$ cat src/rtl/pmci_axi_id_tracker.sv
// AXI4 (with IDs) to AXI-lite bridge: remembers AWID/ARID in per-direction FIFOs and
// returns them in order on B/R, throttling address channels when a tracker is full.
module pmci_axi_id_tracker #(
  parameter int ID_W            = 8,
  parameter int ADDR_W          = 32,
  parameter int DATA_W          = 64,
  parameter int MAX_OUTSTANDING = 4
) (
  input  logic                               clk_csr,
  input  logic                               rst_n_csr,
  input  logic [ID_W-1:0]                    s_awid,
  input  logic [ADDR_W-1:0]                  s_awaddr,
  input  logic [2:0]                         s_awprot,
  input  logic                               s_awvalid,
  output logic                               s_awready,
  output logic [ADDR_W-1:0]                  m_awaddr,
  output logic [2:0]                         m_awprot,
  output logic                               m_awvalid,
  input  logic                               m_awready,
  input  logic [DATA_W-1:0]                  s_wdata,
  input  logic [DATA_W/8-1:0]                s_wstrb,
  input  logic                               s_wvalid,
  output logic                               s_wready,
  output logic [DATA_W-1:0]                  m_wdata,
  output logic [DATA_W/8-1:0]                m_wstrb,
  output logic                               m_wvalid,
  input  logic                               m_wready,
  output logic [ID_W-1:0]                    s_bid,
  output logic [1:0]                         s_bresp,
  output logic                               s_bvalid,
  input  logic                               s_bready,
  input  logic [1:0]                         m_bresp,
  input  logic                               m_bvalid,
  output logic                               m_bready,
  input  logic [ID_W-1:0]                    s_arid,
  input  logic [ADDR_W-1:0]                  s_araddr,
  input  logic [2:0]                         s_arprot,
  input  logic                               s_arvalid,
  output logic                               s_arready,
  output logic [ADDR_W-1:0]                  m_araddr,
  output logic [2:0]                         m_arprot,
  output logic                               m_arvalid,
  input  logic                               m_arready,
  output logic [ID_W-1:0]                    s_rid,
  output logic [DATA_W-1:0]                  s_rdata,
  output logic [1:0]                         s_rresp,
  output logic                               s_rlast,
  output logic                               s_rvalid,
  input  logic                               s_rready,
  input  logic [DATA_W-1:0]                  m_rdata,
  input  logic [1:0]                         m_rresp,
  input  logic                               m_rvalid,
  output logic                               m_rready,
  output logic [$clog2(MAX_OUTSTANDING):0]   outst_wr,
  output logic [$clog2(MAX_OUTSTANDING):0]   outst_rd,
  output logic                               err_orphan,
  input  logic                               err_clr
);

  localparam int CW = $clog2(MAX_OUTSTANDING) + 1;
  localparam int PW = (MAX_OUTSTANDING > 1) ? $clog2(MAX_OUTSTANDING) : 1;

  logic [1:0]           rst_sync;
  logic                 rst_n;
  logic [1:0]           addr_valid, addr_ready, addr_fwd, addr_accept;
  logic [1:0]           resp_valid, resp_ready, resp_fwd, resp_drain;
  logic [1:0]           orphan;
  logic [1:0][ID_W-1:0] req_id, rsp_id;
  logic [1:0][CW-1:0]   outst;

  // Reset asserts immediately but releases on a clock edge.
  always_ff @(posedge clk_csr or negedge rst_n_csr) begin
    if (!rst_n_csr) rst_sync <= 2'b00;
    else            rst_sync <= {rst_sync[0], 1'b1};
  end
  assign rst_n = rst_sync[1];

  assign m_awaddr = s_awaddr;
  assign m_awprot = s_awprot;
  assign m_araddr = s_araddr;
  assign m_arprot = s_arprot;
  assign m_wdata  = s_wdata;
  assign m_wstrb  = s_wstrb;
  assign m_wvalid = s_wvalid;
  assign s_wready = m_wready;
  assign s_bresp  = m_bresp;
  assign s_rdata  = m_rdata;
  assign s_rresp  = m_rresp;
  assign s_rlast  = 1'b1;

  // Index 0 is the write tracker, index 1 the read tracker.
  assign addr_valid = {s_arvalid, s_awvalid};
  assign addr_ready = {m_arready, m_awready};
  assign resp_valid = {m_rvalid, m_bvalid};
  assign resp_ready = {s_rready, s_bready};
  assign req_id[0]  = s_awid;
  assign req_id[1]  = s_arid;

  for (genvar d = 0; d < 2; d++) begin : g_trk
    logic [ID_W-1:0] ids [MAX_OUTSTANDING];
    logic [PW-1:0]   wr_ptr, rd_ptr;
    logic [CW-1:0]   count;
    logic            full, empty, push, pop;

    assign full           = (count == CW'(MAX_OUTSTANDING));
    assign empty          = (count == '0);
    assign addr_fwd[d]    = addr_valid[d] & ~full;
    assign addr_accept[d] = addr_ready[d] & ~full;
    assign resp_fwd[d]    = resp_valid[d] & ~empty;
    assign resp_drain[d]  = empty | resp_ready[d];
    assign orphan[d]      = resp_valid[d] & empty;
    assign push           = addr_valid[d] & addr_accept[d];
    assign pop            = resp_fwd[d] & resp_ready[d];
    assign rsp_id[d]      = empty ? '0 : ids[rd_ptr];
    assign outst[d]       = count;

    always_ff @(posedge clk_csr or negedge rst_n) begin
      if (!rst_n) begin
        wr_ptr <= '0;
        rd_ptr <= '0;
        count  <= '0;
      end else begin
        if (push) wr_ptr <= (wr_ptr == PW'(MAX_OUTSTANDING - 1)) ? '0 : wr_ptr + 1'b1;
        if (pop)  rd_ptr <= (rd_ptr == PW'(MAX_OUTSTANDING - 1)) ? '0 : rd_ptr + 1'b1;
        case ({push, pop})
          2'b10:   count <= count + 1'b1;
          2'b01:   count <= count - 1'b1;
          default: count <= count;
        endcase
      end
    end

    always_ff @(posedge clk_csr) begin
      if (push) ids[wr_ptr] <= req_id[d];
    end
  end

  assign m_awvalid = addr_fwd[0];
  assign s_awready = addr_accept[0];
  assign s_bvalid  = resp_fwd[0];
  assign m_bready  = resp_drain[0];
  assign s_bid     = rsp_id[0];
  assign m_arvalid = addr_fwd[1];
  assign s_arready = addr_accept[1];
  assign s_rvalid  = resp_fwd[1];
  assign m_rready  = resp_drain[1];
  assign s_rid     = rsp_id[1];
  assign outst_wr  = outst[0];
  assign outst_rd  = outst[1];

  // A new orphan wins over a same-cycle clear.
  always_ff @(posedge clk_csr or negedge rst_n) begin
    if (!rst_n)          err_orphan <= 1'b0;
    else if (|orphan)    err_orphan <= 1'b1;
    else if (err_clr)    err_orphan <= 1'b0;
  end

endmodule
$ cat config.mk
export PLATFORM = sky130hd
export DESIGN_NAME = pmci_axi_id_tracker
export DESIGN_NICKNAME = d
export VERILOG_FILES = /design/src/rtl/pmci_axi_id_tracker.sv
export SDC_FILE = /design/constraint.sdc
export NUM_CORES = 1
export LEC_CHECK = 0
export ABC_AREA = 1
export CAP_MARGIN = 20
export CORE_AREA = 2 2 187 189
export DETAILED_ROUTE_END_ITERATION = 12
export DIE_AREA = 0 0 189 191
export PLACE_DENSITY = 0.51
export REMOVE_ABC_BUFFERS = 1
export SLEW_MARGIN = 20
export SYNTH_ARGS = -nofsm -noshare
export SYNTH_HDL_FRONTEND = slang
export SYNTH_SLANG_ARGS = --single-unit
$ cat constraint.sdc
create_clock -name clk_csr -period 1.8 [get_ports clk_csr]
set_input_delay 0.45 -clock clk_csr [delete_from_list [all_inputs] [get_ports clk_csr]]
set_output_delay 0.45 -clock clk_csr [all_outputs]
set_load 0.01 [all_outputs]
==> flow_summary.toml <==
[worst_setup_path]
critPathKind = "reg -> out"
critPathMaxStageDelay_ns = 0.46
path_buf_inv = 3
timing.rr.end = "outst_rd[1]"
cp-end-kind = "primary output"
path_cells = "buf_4 -> nand2_1 -> nand3_1 -> a21oi_1 -> buf_4 -> buf_6"
worstPathMaxFanout = 4
required_ns = 1.35
r2r_cells = 10
r2r_start = "outst_rd[1]"
crit_slowest_cell = "dfrtp_2"
cp_data_arrival_time_ns = 1.51
cp.depth = 6
path_delay_family = "flip-flops"
r2r_setup_slack_ns = -0.08
crit_top_cell = "buf_4"
cp-start-kind = "register"

[power]
powerDensity_nw_per_um2 = 1540
p_leak_uw = 0.00266
irDropWorstVdd_mv = 0.485

[clock_network]
clock_latency_ns = 0.34
cts_sinks = 81
cts_buffers = 9
cts_tree = "built"
cts_hold_buffers = 0
clock_path_buffers = 2
h-tree-depth = 3
clockRootBuffer = "clkbuf_16"
clk_pin_slew_ns = 0.07

[min_path]
hold_path.class = "reg -> async"

[placement]
placed_cells = 949
gp_congestion = 1.32
placed_cell_area_um2 = 5370
dp_hpwl_um = 58400
io_buffers = 57
place_ws_ns = -0.515

[global_route]
grt_pass1_vias = 3528
antenna_found_initial = 1
grt_pass1_wl_um = 69200
grt_start_max_net_pins = 17
grt_use_total = 0.336
grt_overflow = 0

[die]
fp.dieH_um = 191
io_pins = 483
start_util = 0.161
coreArea_um2 = 34100
die_area_um2 = 36100
core.rowCount = 68
dieWidth_um = 189

[sta]
fin_skew_ns = 0.00765
fmax_mhz = 511
fin_ws_ns = -0.155
period_share = 1.09
finalMaxSlewViolations = 0
post-route-min-period_ns = 1.96
hold_viol_final = 0
setup_viol = 22
tns_ns = -1.87
rsz0062_at_grt = "yes"

[synth]
ys_types = 24
synth.avg_cell_area_um2 = 9.04
synth_cells = 606
synth_area_um2 = 5480
ys_seq_elements = 81
synth_area_leaders = "edfxtp_1 (35%), buf_4 (29%), dfrtp_1 (7.8%)"
yosysTopAreaCell = "edfxtp_1"
ys_warn_count = 0
synth-seq-area-share = 0.429
yosysTopAreaCellShare = 0.351

[detailed_routing]
vias = 3900
drt_first_pass_iters = 4
viasPerCell = 3.98
wl_um = 61700
ant_nets = 0
wl_per_cell_um = 62.9
drtIter0Drc = 301
remaining_drc_errors = 0

[job]
maxCapViolCount = 0

[finish]
final_area_um2 = 6100
layout_commonest_cell = "inv_1"
final_cell_mix = "inv_1 (89), nand2_1 (77), edfxtp_1 (64)"
drive_gt1_frac = 0.343
syn2layout_area_growth_pct = 11.5
stdcell_count = 981
final_nets = 774
final_util = 0.179

[run_status]
violations = "setup timing"
status = "finished, violations left"
-- what timing repair did --
action | CTS | global route
setup buffers | 7 | 13
endpoints found under the setup margin | 34 | 24
resized for setup | 168 | 50
pin swaps | 17 | 12
-- cell families (layout without fill, tap and decap cells) --
kind of cell    after synthesis  in the layout  synth area share
flops                        81             81             0.429
fa+ha+maj                    14             14            0.0347
xor+xnor                      2              2           0.00320
buf+inv                     322            240             0.376
compound gates               22             22            0.0226
other cells                   1              3          0.000685
simple gates                164            164             0.134
-- how the worst max path moves through the flow --
stage                             from           to  slack [ns]
floorplan                  outst_wr[0]  outst_wr[2]        0.03
CTS                 g_trk[0].rd_ptr[0]     s_bid[6]       -0.16
global route        g_trk[0].rd_ptr[0]     s_bid[6]       -0.20
finish              g_trk[0].rd_ptr[0]     s_bid[6]       -0.16
global placement              m_rvalid  outst_rd[2]       -0.48
detailed placement            m_rvalid  outst_rd[2]       -0.51
-- where the power goes --
group / internal (uW) / switching (uW) / leakage (uW)
Combinational: 2310 / 2540 / 0.00172
Clock: 1200 / 767 / 0.000155
Sequential: 2350 / 203 / 0.000786
-- cells in the mapped netlist, drive strengths merged --
cell and count:
buf 223, inv 99, nand2 97, edfxtp 64
nand3 39, dfrtp 17, a21oi 16, nor2 16
ha 12, nand4 10, a21boi 4, fa 2
o21ai 2, or2 2, xnor2 2, conb 1
-- through the flow --
step                hold WS, ns  power, uW
floorplan                 0.154       4260
global placement          0.200       6570
detailed placement        0.201       6630
CTS                       0.202       8780
global route              0.225       9900
finish                    0.194       9380
-- metal layers --
layer	track usage	wire, um	up-vias
met1	0.0988	7160	1657
met3	0.476	18100	143
met5	0.109	474	-
met2	0.554	28600	594
met4	0.325	7410	16
li1	-	-	1490
-- sequential cells by signal (all words and copies together) (netlist names) --
register,cells
g_trk.ids,64
g_trk.rd_ptr,4
g_trk.wr_ptr,4
outst_rd,3
outst_wr,3
rst_sync,2
err_orphan,1
-- worst register-to-register path, stage by stage, from the launching register on --
cell	delay, ns
dfrtp_1	0.41
nor2_4	0.16
nand2_4	0.09
buf_4	0.14
buf_6	0.12
nand3_4	0.08
inv_4	0.05
ha_4	0.16
inv_4	0.06
fa_2	0.43
o21ai_2	0.12
-- cell type report --
cell class / instances / area, um^2
clock inverters: 6 / 83.8
fillers: 3728 / 28000
well taps: 455 / 569
flip-flops and latches: 81 / 2350
clock buffers: 9 / 225
diodes: 1 / 2.50
inverters: 99 / 394
repair buffers: 126 / 1130
multi-input cells: 204 / 1350
No activity file was read; power rests on OpenSTA's default activity.
